### src/rtl/bus_pkg.sv
// Shared types and constants for the two-master bus arbiter.
package bus_pkg;

  typedef enum logic [1:0] {
    ST_IDLE   = 2'd0,
    ST_ACCESS = 2'd1,
    ST_ACK    = 2'd2
  } state_e;

  localparam logic [1:0] OWNER_NONE = 2'b00;
  localparam logic [1:0] OWNER_M0   = 2'b01;
  localparam logic [1:0] OWNER_M1   = 2'b10;

  localparam logic [15:0] UARTBASE_DEFAULT = 16'h0ff0;
  localparam int          WAIT_W           = 4;

  // Unsigned compare: the base address itself belongs to UART space.
  function automatic logic in_uart_space(input logic [15:0] addr,
                                         input logic [15:0] base);
    return (addr >= base);
  endfunction

endpackage

### src/rtl/bus_arbiter_if.sv
// Master-side handshakes plus the downstream bus, bundled for the arbiter.
interface bus_arbiter_if;
  logic        m0_req,   m1_req;
  logic        m0_we,    m1_we;
  logic        m0_be,    m1_be;
  logic [15:0] m0_addr,  m1_addr;
  logic [15:0] m0_wdata, m1_wdata;
  logic [15:0] m0_rdata, m1_rdata;
  logic        m0_ack,   m1_ack;
  logic [15:0] bus_addr;
  logic [15:0] bus_wdata;
  logic        bus_we;
  logic        bus_be;
  logic [15:0] bus_rdata;
  logic [1:0]  bus_owner;

  // Arbiter side.
  modport slave (
    input  m0_req, m1_req, m0_we, m1_we, m0_be, m1_be,
    input  m0_addr, m1_addr, m0_wdata, m1_wdata,
    output m0_rdata, m1_rdata, m0_ack, m1_ack,
    output bus_addr, bus_wdata, bus_we, bus_be, bus_owner,
    input  bus_rdata
  );

  // Environment side: both masters and the bus controller.
  modport master (
    output m0_req, m1_req, m0_we, m1_we, m0_be, m1_be,
    output m0_addr, m1_addr, m0_wdata, m1_wdata,
    input  m0_rdata, m1_rdata, m0_ack, m1_ack,
    input  bus_addr, bus_wdata, bus_we, bus_be, bus_owner,
    output bus_rdata
  );
endinterface

### src/rtl/rr_arb2.sv
// Two-way round-robin grant: on a tie, the master not granted last wins.
module rr_arb2 (
  input  logic req0,
  input  logic req1,
  input  logic last,   // 0: m0 granted last, 1: m1 granted last
  output logic gnt0,
  output logic gnt1
);

  // Pure combinational priority flip based on the previous winner.
  always_comb begin
    gnt0 = req0 & (~req1 | last);
    gnt1 = req1 & (~req0 | ~last);
  end

endmodule

### src/rtl/bus_arbiter.sv
// Two-master arbiter in front of a shared memory/IO bus with UART wait states.
//
// state     | meaning
// ----------+-----------------------------------------------------------
// ST_IDLE   | bus idle, sample requests, grant and latch one transfer
// ST_ACCESS | drive latched transfer; wait counter runs down to zero
// ST_ACK    | one-cycle ack to the granted master; requests ignored
module bus_arbiter
  import bus_pkg::*;
#(
  parameter logic [15:0] UARTBASE  = UARTBASE_DEFAULT,
  parameter int unsigned UART_WAIT = 3
) (
  input  logic          clk,
  input  logic          reset_n,
  bus_arbiter_if.slave  bus_if
);

  localparam logic [WAIT_W-1:0] WAIT_LOAD = WAIT_W'(UART_WAIT);

  state_e              state_q, state_d;
  logic [WAIT_W-1:0]   cnt_q, cnt_d;
  logic                last_q, last_d;
  logic                sel_q, sel_d;       // granted master: 0 = m0, 1 = m1
  logic                we_q, we_d;
  logic [15:0]         bus_addr_q, bus_addr_d;
  logic [15:0]         bus_wdata_q, bus_wdata_d;
  logic                bus_we_q, bus_we_d;
  logic                bus_be_q, bus_be_d;
  logic [1:0]          bus_owner_q, bus_owner_d;
  logic [15:0]         m0_rdata_q, m0_rdata_d;
  logic [15:0]         m1_rdata_q, m1_rdata_d;
  logic                m0_ack_q, m0_ack_d;
  logic                m1_ack_q, m1_ack_d;

  logic                gnt0, gnt1;
  logic                req0_idle, req1_idle;
  logic [15:0]         sel_addr, sel_wdata;
  logic                sel_we, sel_be;
  logic [WAIT_W-1:0]   sel_wait;

  // Requests only count while idle; ACCESS and ACK ignore the masters.
  assign req0_idle = bus_if.m0_req & (state_q == ST_IDLE);
  assign req1_idle = bus_if.m1_req & (state_q == ST_IDLE);

  rr_arb2 u_rr_arb2 (
    .req0 (req0_idle),
    .req1 (req1_idle),
    .last (last_q),
    .gnt0 (gnt0),
    .gnt1 (gnt1)
  );

  // Mux the winning master's transfer fields and pick its wait count.
  always_comb begin
    sel_addr  = gnt1 ? bus_if.m1_addr  : bus_if.m0_addr;
    sel_wdata = gnt1 ? bus_if.m1_wdata : bus_if.m0_wdata;
    sel_we    = gnt1 ? bus_if.m1_we    : bus_if.m0_we;
    sel_be    = gnt1 ? bus_if.m1_be    : bus_if.m0_be;
    sel_wait  = in_uart_space(sel_addr, UARTBASE) ? WAIT_LOAD : '0;
  end

  // Next-state and next-output logic; bus outputs default to idle values.
  always_comb begin
    state_d     = state_q;
    cnt_d       = cnt_q;
    last_d      = last_q;
    sel_d       = sel_q;
    we_d        = we_q;
    bus_addr_d  = '0;
    bus_wdata_d = '0;
    bus_we_d    = 1'b0;
    bus_be_d    = 1'b0;
    bus_owner_d = OWNER_NONE;
    m0_rdata_d  = m0_rdata_q;
    m1_rdata_d  = m1_rdata_q;
    m0_ack_d    = 1'b0;
    m1_ack_d    = 1'b0;

    case (state_q)
      ST_IDLE: begin
        if (gnt0 | gnt1) begin
          state_d     = ST_ACCESS;
          sel_d       = gnt1;
          last_d      = gnt1;
          we_d        = sel_we;
          cnt_d       = sel_wait;
          bus_addr_d  = sel_addr;
          bus_wdata_d = sel_wdata;
          bus_be_d    = sel_be;
          bus_owner_d = gnt1 ? OWNER_M1 : OWNER_M0;
          // Zero wait: the first ACCESS cycle is also the final one.
          bus_we_d    = sel_we & (sel_wait == '0);
        end
      end

      ST_ACCESS: begin
        if (cnt_q != '0) begin
          cnt_d       = cnt_q - 1'b1;
          bus_addr_d  = bus_addr_q;
          bus_wdata_d = bus_wdata_q;
          bus_be_d    = bus_be_q;
          bus_owner_d = bus_owner_q;
          // Strobe lands in the cycle where the counter reads zero.
          bus_we_d    = we_q & (cnt_q == WAIT_W'(1));
        end else begin
          state_d = ST_ACK;
          if (!we_q) begin
            if (sel_q) m1_rdata_d = bus_if.bus_rdata;
            else       m0_rdata_d = bus_if.bus_rdata;
          end
          m0_ack_d = ~sel_q;
          m1_ack_d = sel_q;
        end
      end

      ST_ACK: begin
        state_d = ST_IDLE;
      end

      default: begin
        state_d = ST_IDLE;
      end
    endcase
  end

  // Single state register; reset abandons any transfer in flight.
  always_ff @(posedge clk) begin
    if (!reset_n) begin
      state_q     <= ST_IDLE;
      cnt_q       <= '0;
      last_q      <= 1'b1;
      sel_q       <= 1'b0;
      we_q        <= 1'b0;
      bus_addr_q  <= '0;
      bus_wdata_q <= '0;
      bus_we_q    <= 1'b0;
      bus_be_q    <= 1'b0;
      bus_owner_q <= OWNER_NONE;
      m0_rdata_q  <= '0;
      m1_rdata_q  <= '0;
      m0_ack_q    <= 1'b0;
      m1_ack_q    <= 1'b0;
    end else begin
      state_q     <= state_d;
      cnt_q       <= cnt_d;
      last_q      <= last_d;
      sel_q       <= sel_d;
      we_q        <= we_d;
      bus_addr_q  <= bus_addr_d;
      bus_wdata_q <= bus_wdata_d;
      bus_we_q    <= bus_we_d;
      bus_be_q    <= bus_be_d;
      bus_owner_q <= bus_owner_d;
      m0_rdata_q  <= m0_rdata_d;
      m1_rdata_q  <= m1_rdata_d;
      m0_ack_q    <= m0_ack_d;
      m1_ack_q    <= m1_ack_d;
    end
  end

  assign bus_if.bus_addr  = bus_addr_q;
  assign bus_if.bus_wdata = bus_wdata_q;
  assign bus_if.bus_we    = bus_we_q;
  assign bus_if.bus_be    = bus_be_q;
  assign bus_if.bus_owner = bus_owner_q;
  assign bus_if.m0_rdata  = m0_rdata_q;
  assign bus_if.m1_rdata  = m1_rdata_q;
  assign bus_if.m0_ack    = m0_ack_q;
  assign bus_if.m1_ack    = m1_ack_q;

endmodule

### src/flat_wrapper.sv
// flat-port wrapper written by rule: the top's interface ports become plain ports
module bus_arbiter_flat import bus_pkg::*;
#(
  parameter logic [15:0] UARTBASE  = UARTBASE_DEFAULT,
  parameter int unsigned UART_WAIT = 3
)
  (clk, reset_n, bus_if_m0_req, bus_if_m1_req, bus_if_m0_we, bus_if_m1_we, bus_if_m0_be, bus_if_m1_be, bus_if_m0_addr, bus_if_m1_addr, bus_if_m0_wdata, bus_if_m1_wdata, bus_if_m0_rdata, bus_if_m1_rdata, bus_if_m0_ack, bus_if_m1_ack, bus_if_bus_addr, bus_if_bus_wdata, bus_if_bus_we, bus_if_bus_be, bus_if_bus_owner, bus_if_bus_rdata);
  bus_arbiter_if bus_if_i ();
  input  logic clk;
  input  logic reset_n;
  input wire logic [$bits(bus_if_i.m0_req)-1:0] bus_if_m0_req;
  input wire logic [$bits(bus_if_i.m1_req)-1:0] bus_if_m1_req;
  input wire logic [$bits(bus_if_i.m0_we)-1:0] bus_if_m0_we;
  input wire logic [$bits(bus_if_i.m1_we)-1:0] bus_if_m1_we;
  input wire logic [$bits(bus_if_i.m0_be)-1:0] bus_if_m0_be;
  input wire logic [$bits(bus_if_i.m1_be)-1:0] bus_if_m1_be;
  input wire logic [$bits(bus_if_i.m0_addr)-1:0] bus_if_m0_addr;
  input wire logic [$bits(bus_if_i.m1_addr)-1:0] bus_if_m1_addr;
  input wire logic [$bits(bus_if_i.m0_wdata)-1:0] bus_if_m0_wdata;
  input wire logic [$bits(bus_if_i.m1_wdata)-1:0] bus_if_m1_wdata;
  output wire logic [$bits(bus_if_i.m0_rdata)-1:0] bus_if_m0_rdata;
  output wire logic [$bits(bus_if_i.m1_rdata)-1:0] bus_if_m1_rdata;
  output wire logic [$bits(bus_if_i.m0_ack)-1:0] bus_if_m0_ack;
  output wire logic [$bits(bus_if_i.m1_ack)-1:0] bus_if_m1_ack;
  output wire logic [$bits(bus_if_i.bus_addr)-1:0] bus_if_bus_addr;
  output wire logic [$bits(bus_if_i.bus_wdata)-1:0] bus_if_bus_wdata;
  output wire logic [$bits(bus_if_i.bus_we)-1:0] bus_if_bus_we;
  output wire logic [$bits(bus_if_i.bus_be)-1:0] bus_if_bus_be;
  output wire logic [$bits(bus_if_i.bus_owner)-1:0] bus_if_bus_owner;
  input wire logic [$bits(bus_if_i.bus_rdata)-1:0] bus_if_bus_rdata;
  assign bus_if_i.m0_req = bus_if_m0_req;
  assign bus_if_i.m1_req = bus_if_m1_req;
  assign bus_if_i.m0_we = bus_if_m0_we;
  assign bus_if_i.m1_we = bus_if_m1_we;
  assign bus_if_i.m0_be = bus_if_m0_be;
  assign bus_if_i.m1_be = bus_if_m1_be;
  assign bus_if_i.m0_addr = bus_if_m0_addr;
  assign bus_if_i.m1_addr = bus_if_m1_addr;
  assign bus_if_i.m0_wdata = bus_if_m0_wdata;
  assign bus_if_i.m1_wdata = bus_if_m1_wdata;
  assign bus_if_m0_rdata = bus_if_i.m0_rdata;
  assign bus_if_m1_rdata = bus_if_i.m1_rdata;
  assign bus_if_m0_ack = bus_if_i.m0_ack;
  assign bus_if_m1_ack = bus_if_i.m1_ack;
  assign bus_if_bus_addr = bus_if_i.bus_addr;
  assign bus_if_bus_wdata = bus_if_i.bus_wdata;
  assign bus_if_bus_we = bus_if_i.bus_we;
  assign bus_if_bus_be = bus_if_i.bus_be;
  assign bus_if_bus_owner = bus_if_i.bus_owner;
  assign bus_if_i.bus_rdata = bus_if_bus_rdata;
  bus_arbiter #(.UARTBASE(UARTBASE), .UART_WAIT(UART_WAIT)) u_core (.clk(clk), .reset_n(reset_n), .bus_if(bus_if_i));
endmodule
### config.mk
export PLATFORM = sky130hd
export DESIGN_NAME = bus_arbiter_flat
export DESIGN_NICKNAME = d
export VERILOG_FILES = /design/src/rtl/bus_pkg.sv /design/src/rtl/bus_arbiter_if.sv /design/src/rtl/rr_arb2.sv /design/src/rtl/bus_arbiter.sv /design/src/flat_wrapper.sv
export SDC_FILE = /design/constraint.sdc
export NUM_CORES = 1
export LEC_CHECK = 0
export BUFFER_PORTS_ARGS = -buffer_cell sky130_fd_sc_hd__buf_2
export CAP_MARGIN = 20
export CORE_ASPECT_RATIO = 1.4
export CORE_MARGIN = 4
export CORE_UTILIZATION = 49
export CTS_CLUSTER_SIZE = 25
export DETAILED_ROUTE_END_ITERATION = 10
export PLACE_DENSITY_LB_ADDON = 0.1
export SYNTH_ARGS = -nofsm -noshare
export SYNTH_HDL_FRONTEND = slang
export SYNTH_HIERARCHICAL = 1
export SYNTH_SLANG_ARGS = --single-unit
export TNS_END_PERCENT = 30
### constraint.sdc
create_clock -name clk -period 5.1 [get_ports clk]
set_input_delay 0.765 -clock clk [delete_from_list [all_inputs] [get_ports clk]]
set_output_delay 0.765 -clock clk [all_outputs]
set_load 0.03 [all_outputs]
Word-level counts from Yosys, hierarchy flattened:

Index checks and enable logic that the tools add are counted.

* input port bits: 88
* bits in latches: 0
* bits in writable memories: 0
* flip-flop bits (word level): 79
* logic and storage cells: 74
* memories kept: 0
* output and inout bits: 70
* ROM bits: 0

* add/sub/neg operators: 1
* $lt $le $gt $ge: 1
* shifts and indexed selects: 0
* multiply operators: 0
* bitwise logic cells: 17
* muxes and demuxes: 26
* equal/unequal tests: 5
* divide/modulo/power cells: 0
* reductions and logical operators: 10

Operators with widths (number)
* $mux 16: 5
* $pmux 16 s2: 2
* $ge 16x12->1 const B: 1
* $mux 2: 6
* $mux 4: 2
* $not 1->1: 8
* $pmux 2 s2: 2
* $pmux 4 s2: 1
* $reduce_and 4->1: 2
* $and 1x1->1: 6
* $mux 1: 6
* $eq 4x1->1 const B: 1
* $logic_not 4->1: 1
* $ne 2x2->1 const B: 2
* $pmux 1 s2: 2
* $reduce_and 2->1: 2
* $reduce_bool 4->1: 1
* $sub 4x1->4 const B: 1
* $or 1x1->1: 3
* $reduce_and 3->1: 1
* $reduce_or 3->1: 1
* $eq 2x1->1 const B: 1
* $logic_not 2->1: 1
* $ne 2x1->1 const B: 1
* $reduce_bool 2->1: 1

Logic depth before layout (Yosys ltp):

* depth after elaboration: 12
* gate-level depth with buffers: 10
* mapped depth without buffers: 8

Modules after synthesis:

Netlist, hierarchy kept.

Modules (own cells, without submodules)
* bus_arbiter: area each 3163.0 um^2, cells an instance 321, seq. area each 1581.5 um^2, times used 1
* rr_arb2: area each 18.8 um^2, cells an instance 3, seq. area each 0.0 um^2, times used 1

Least setup slack after synthesis:

OpenSTA, ideal clock, no wires.

* kind: input-to-reg
* from: in bus_if_m0_req
* to: reg u_core.bus_we_q (netlist: u_core/bus_if.bus_we)
* arrival time: 1994 ps
* data required time: 4983 ps
* library setup time: 117 ps
* buffers on the path: 2
* slack: 2989 ps
* cell stages on the path: 8
* cell sequence: and2_1 -> a21boi_0 -> buf_2 -> buf_2 -> nand3_1 -> a22oi_1 -> nor2_1 -> a32o_1

* longest elaborated chain between the ends: 11
* elaborated cells on any way between the ends: 14
* classes of those cells: order compare: 1; mux: 5; bitwise: 7; reduce/logical: 1

RTL lines
* start: declaration: RTL line flat_wrapper.sv:11 `input wire logic [$bits(bus_if_i.m0_req)-1:0] bus_if_m0_req;`
* $and 1x1->1 *: RTL line bus_arbiter.sv:43 `assign req0_idle = bus_if.m0_req & (state_q == ST_IDLE);`
* $not 1->1 *: RTL line rr_arb2.sv:13 `gnt1 = req1 & (~req0 | ~last);`
* $or 1x1->1 *: RTL line rr_arb2.sv:13
* $and 1x1->1 *: RTL line rr_arb2.sv:13
* via u_core.gnt1: RTL line bus_arbiter.sv:36 `logic gnt0, gnt1;`
* $mux 16: RTL line bus_arbiter.sv:56 `sel_addr = gnt1 ? bus_if.m1_addr : bus_if.m0_addr;`
* $ge 16x12->1: RTL line bus_pkg.sv:20 `return (addr >= base);`
* $mux 2: RTL line bus_arbiter.sv:60 `sel_wait = in_uart_space(sel_addr, UARTBASE) ? WAIT_LOAD : '0;`
* $logic_not 4->1: RTL line bus_arbiter.sv:93 `bus_we_d = sel_we & (sel_wait == '0);`
* $and 1x1->1: RTL line bus_arbiter.sv:93
* $mux 1 *: RTL line bus_arbiter.sv:82 `if (gnt0 | gnt1) begin`
* $pmux 1 s2 *: RTL line bus_arbiter.sv:80 `case (state_q)`
* end signal: assignment: RTL line bus_arbiter.sv:152 `bus_we_q <= bus_we_d;`
* end: declaration: RTL line bus_arbiter.sv:28 `logic bus_we_q, bus_we_d;`

The timed path passes the listed nets; every way through them passes the cells marked *.
A chain may end at the register's enable or synchronous reset.

Worst setup path after layout:

* from: reg u_core.cnt_q[0]
* to: reg u_core.bus_addr_q[13] (netlist: u_core/bus_if.bus_addr[13])

* longest elaborated chain between the ends: 2

RTL lines
* start: declaration: RTL line bus_arbiter.sv:22 `logic [WAIT_W-1:0] cnt_q, cnt_d;`
* start signal: assignment: RTL line bus_arbiter.sv:146 `cnt_q <= cnt_d;`
* $reduce_bool 4->1: RTL line bus_arbiter.sv:98 `if (cnt_q != '0) begin`
* $ne 2x2->1 (no line)
* end signal: assignment: RTL line bus_arbiter.sv:150 `bus_addr_q <= bus_addr_d;`
* end: declaration: RTL line bus_arbiter.sv:26 `logic [15:0] bus_addr_q, bus_addr_d;`

No other way between the ends.

==> run summary <==
Post-DRT Antenna Nets = 0
CP Data Arrival Time = 2740 ps
Met3 usage = 7.886%
Multi-input combinational cell area = 1449 µm²
Clock root cell = clkbuf_8
Clock sinks = 79
Seq/Total Area, Yosys = 49.71%
Post-DP HPWL = 6382 µm
Die area = 7865 µm²
TritonCTS buffer count = 9
Post-CTS Repair Setup Buffers = 0
# Max-Cap Violations = 0
Critical Path Max Stage Delay = 750 ps
Initial Util = 50.88%
Top delay family on crit path = simple AND/OR/NAND/NOR gates
RSZ-0062 raised after global routing = false
Vias in the first global route = 2963
Final wirelength = 8653 µm
Post-Syn Area = 3182 µm²
DRC = 0
Pin count of the biggest net entering global routing = 60
Nets = 565
Wire length per cell = 15.68 µm
Drt first pass iters = 5
Fillers = 531
Fin. Hold Viols = 0
Buf+Inv Stages, Crit Path = 1
Die extent in y = 103.3 µm
Syn nets = 415
CP Launch Type = flop
Layout cells sized above 1 = 38.62%
Number of port buffers = 157
Cells after Synth = 324
Initial antenna violation count = 1
Register area = 1582 µm²
Clock Path Buffers = 2
Routability cong. = 0.8629
Chip width = 76.11 µm
Synth warn = 6
TritonCTS clock tree = built
# IOs = 158
Gr usage total = 22.10%
Cts repair resizes = 0
Static leakage power = 2.135 nW
Busiest grt layer = met2
Total global routing overflow = 0
Largest cells by area after synthesis = dfxtp_1, mux2i_1, nor2_1
Drt via density = 5.373
Pwr Density = 545.7 nW/µm²
First-pass GRT wire length = 14210 µm
Slew Viols, Final = 0
# rows = 34
Setup TNS = 0 ps
Met1 usage = 25.52%
Critical Path RT = 5270 ps
GR Util met2 = 37.99%
Worst-path maximum fanout = 26
CP max-delay cell = nand2b_1
Count of unique library cells instantiated by Yosys = 40
Total Power = 2.276 mW
Setup Skew = 8.793 ps
Total number of vias = 2966
CTS H-tree depth = 3
Synth Register Bits = 79
Worst skew pair latency = 340 ps
Type of the worst min-delay path = flop to flop
Fmax = 0.3901 GHz
Layout Area Growth over Synthesis = 31.10%
# hold bufs at CTS = 0
Outcome = complete, no violations
Rel. slew slack = 33.36%
Critical path cell sequence = inv_1, ha_1, nor3b_2, nand2b_1, nand2_1, nand2_1, a211oi_1
Setup Crit Path Kind = flop to flop
Hold WS = 493.6 ps
Final Cycle Share = 50.26%
Clock edge transition at the registers on the reported setup and hold paths = 80 ps
Avg Inst Size Synth = 9.820 µm²
Most used cell along the critical path = nand2_1
Minimum clock period = 2563 ps
# setup viols final = 0
Worst VDD drop = 0.2851 mV
Element type at the critical path end = flop
Top cell type's share of synthesized area = 49.71%
Core area = 6254 µm²
Number of DRC markers in iteration 0 = 204
Actual slew at the worst max-slew pin = 998.1 ps
Synth area leader = dfxtp_1
## path summary, 6_finish.rpt
path                                                         startpoint                                 endpoint  slack, ps  depth (start not counted)
worst max-delay path                       u_core/cnt_q[0]$_SDFFE_PN0P_  u_core/bus_if.bus_addr[13]$_SDFFE_PN0P_       2540                          7
worst min-delay path            u_core/bus_if.m0_rdata[10]$_SDFFE_PN0P_  u_core/bus_if.m0_rdata[10]$_SDFFE_PN0P_        490                          2
worst max register to register             u_core/cnt_q[0]$_SDFFE_PN0P_  u_core/bus_if.bus_addr[13]$_SDFFE_PN0P_       2540                          7
worst min register to register  u_core/bus_if.m0_rdata[10]$_SDFFE_PN0P_  u_core/bus_if.m0_rdata[10]$_SDFFE_PN0P_        490                          2
## metrics by stage
stage	instances	setup slack [ps]	cell area [µm²]	utilization, %
finish	552	2537	4172	66.71
global route	552	2226	4172	66.71
CTS	550	2537	4154	66.43
detailed placement	534	2513	3948	63.13
global placement	534	2553	3948	63.13
floorplan	324	2989	3182	-
## kinds of logic after synthesis
family / share of synthesized area [%]
AND/OR/NAND/NOR: 16.99
flip-flops: 49.71
AO/OA/AOI/OAI: 12.86
multiplexers: 13.84
buffers and inverters: 4.876
adder cells (fa/ha/maj): 1.180
XOR/XNOR: 0.5506
## cell usage in the layout, fill, tap and decap left out, drive strengths merged, types with 2 or more instances in the layout
master,synthesis,routed
nor4,2,2
a211oi,12,12
nand2,9,9
clkinv,0,3
o21ai,5,5
nor2,82,82
nand4,2,2
dfxtp,79,79
and3,4,4
nor2b,4,4
nor3,3,3
and2,4,4
a21boi,2,2
mux2i,44,44
ha,3,3
a222oi,19,19
buf,15,161
clkbuf,6,10
inv,5,6
a22oi,5,5
nand3,3,3
a21oi,5,5
## power breakdown
| group | total, mW | internal [mW] | switching (mW) |
|---|---|---|---|
| Combinational | 0.974 | 0.338 | 0.636 |
| Sequential | 0.834 | 0.755 | 0.0792 |
| Clock | 0.469 | 0.242 | 0.227 |
## synthesized netlist by cell type
master and number:
nor2_1 81, dfxtp_1 79, mux2i_1 44, a222oi_1 19, a211oi_1 12, buf_2 11, nand2_1 9, clkbuf_1 6
a21oi_1 5, a22oi_1 5, inv_1 5, and2_1 4, nor2b_1 4, o21ai_0 4, and3_1 3, ha_1 3
nor3_1 3, buf_6 2, nand3_1 2, nand4_1 2, nor4_1 2, a211o_1 1, a21boi_0 1, a21boi_1 1
a32o_1 1, and3_2 1, and4_1 1, buf_12 1, buf_4 1, dlygate4sd1_1 1, nand2b_1 1, nand3_2 1
nor2_2 1, nor3b_2 1, nor4b_4 1, o21ai_1 1, o21bai_1 1, or2b_2 1, xnor2_1 1, xor2_1 1
## cell type report
type                       count  area share, %
sequential                    79          37.91
antenna                        1        0.05999
inverter                       5         0.4499
tap                           72          2.160
timing repair buffer         161          19.74
clock inverter                 6          1.650
clock buffer                  10          3.299
multi-input combinational    218          34.73
## worst min-delay path, stage by stage, from the launching register on
cell     delay [ps]
dfxtp_1         330
mux2i_1          60
nor2_1           70
## state kept, by name, indices dropped and copies added, names as in the netlist
name	flops
u_core/bus_if.bus_owner	2
u_core/sel_q	1
u_core/bus_if.bus_wdata	16
u_core/we_q	1
u_core/bus_if.bus_be	1
u_core/bus_if.m1_rdata	16
u_core/bus_if.m0_rdata	16
u_core/bus_if.m1_ack	1
u_core/bus_if.bus_we	1
u_core/last_q	1
u_core/bus_if.m0_ack	1
u_core/bus_if.bus_addr	16
u_core/cnt_q	4
u_core/state_q	2
## layer usage
| metal | up-vias | wire length (µm) |
|---|---|---|
| li1 | 1453 | - |
| met1 | 1342 | 3314 |
| met2 | 152 | 4272 |
| met3 | 19 | 848 |
| met4 | 0 | 218 |
| met5 | - | 0 |
(Power assumes the default switching activity.)
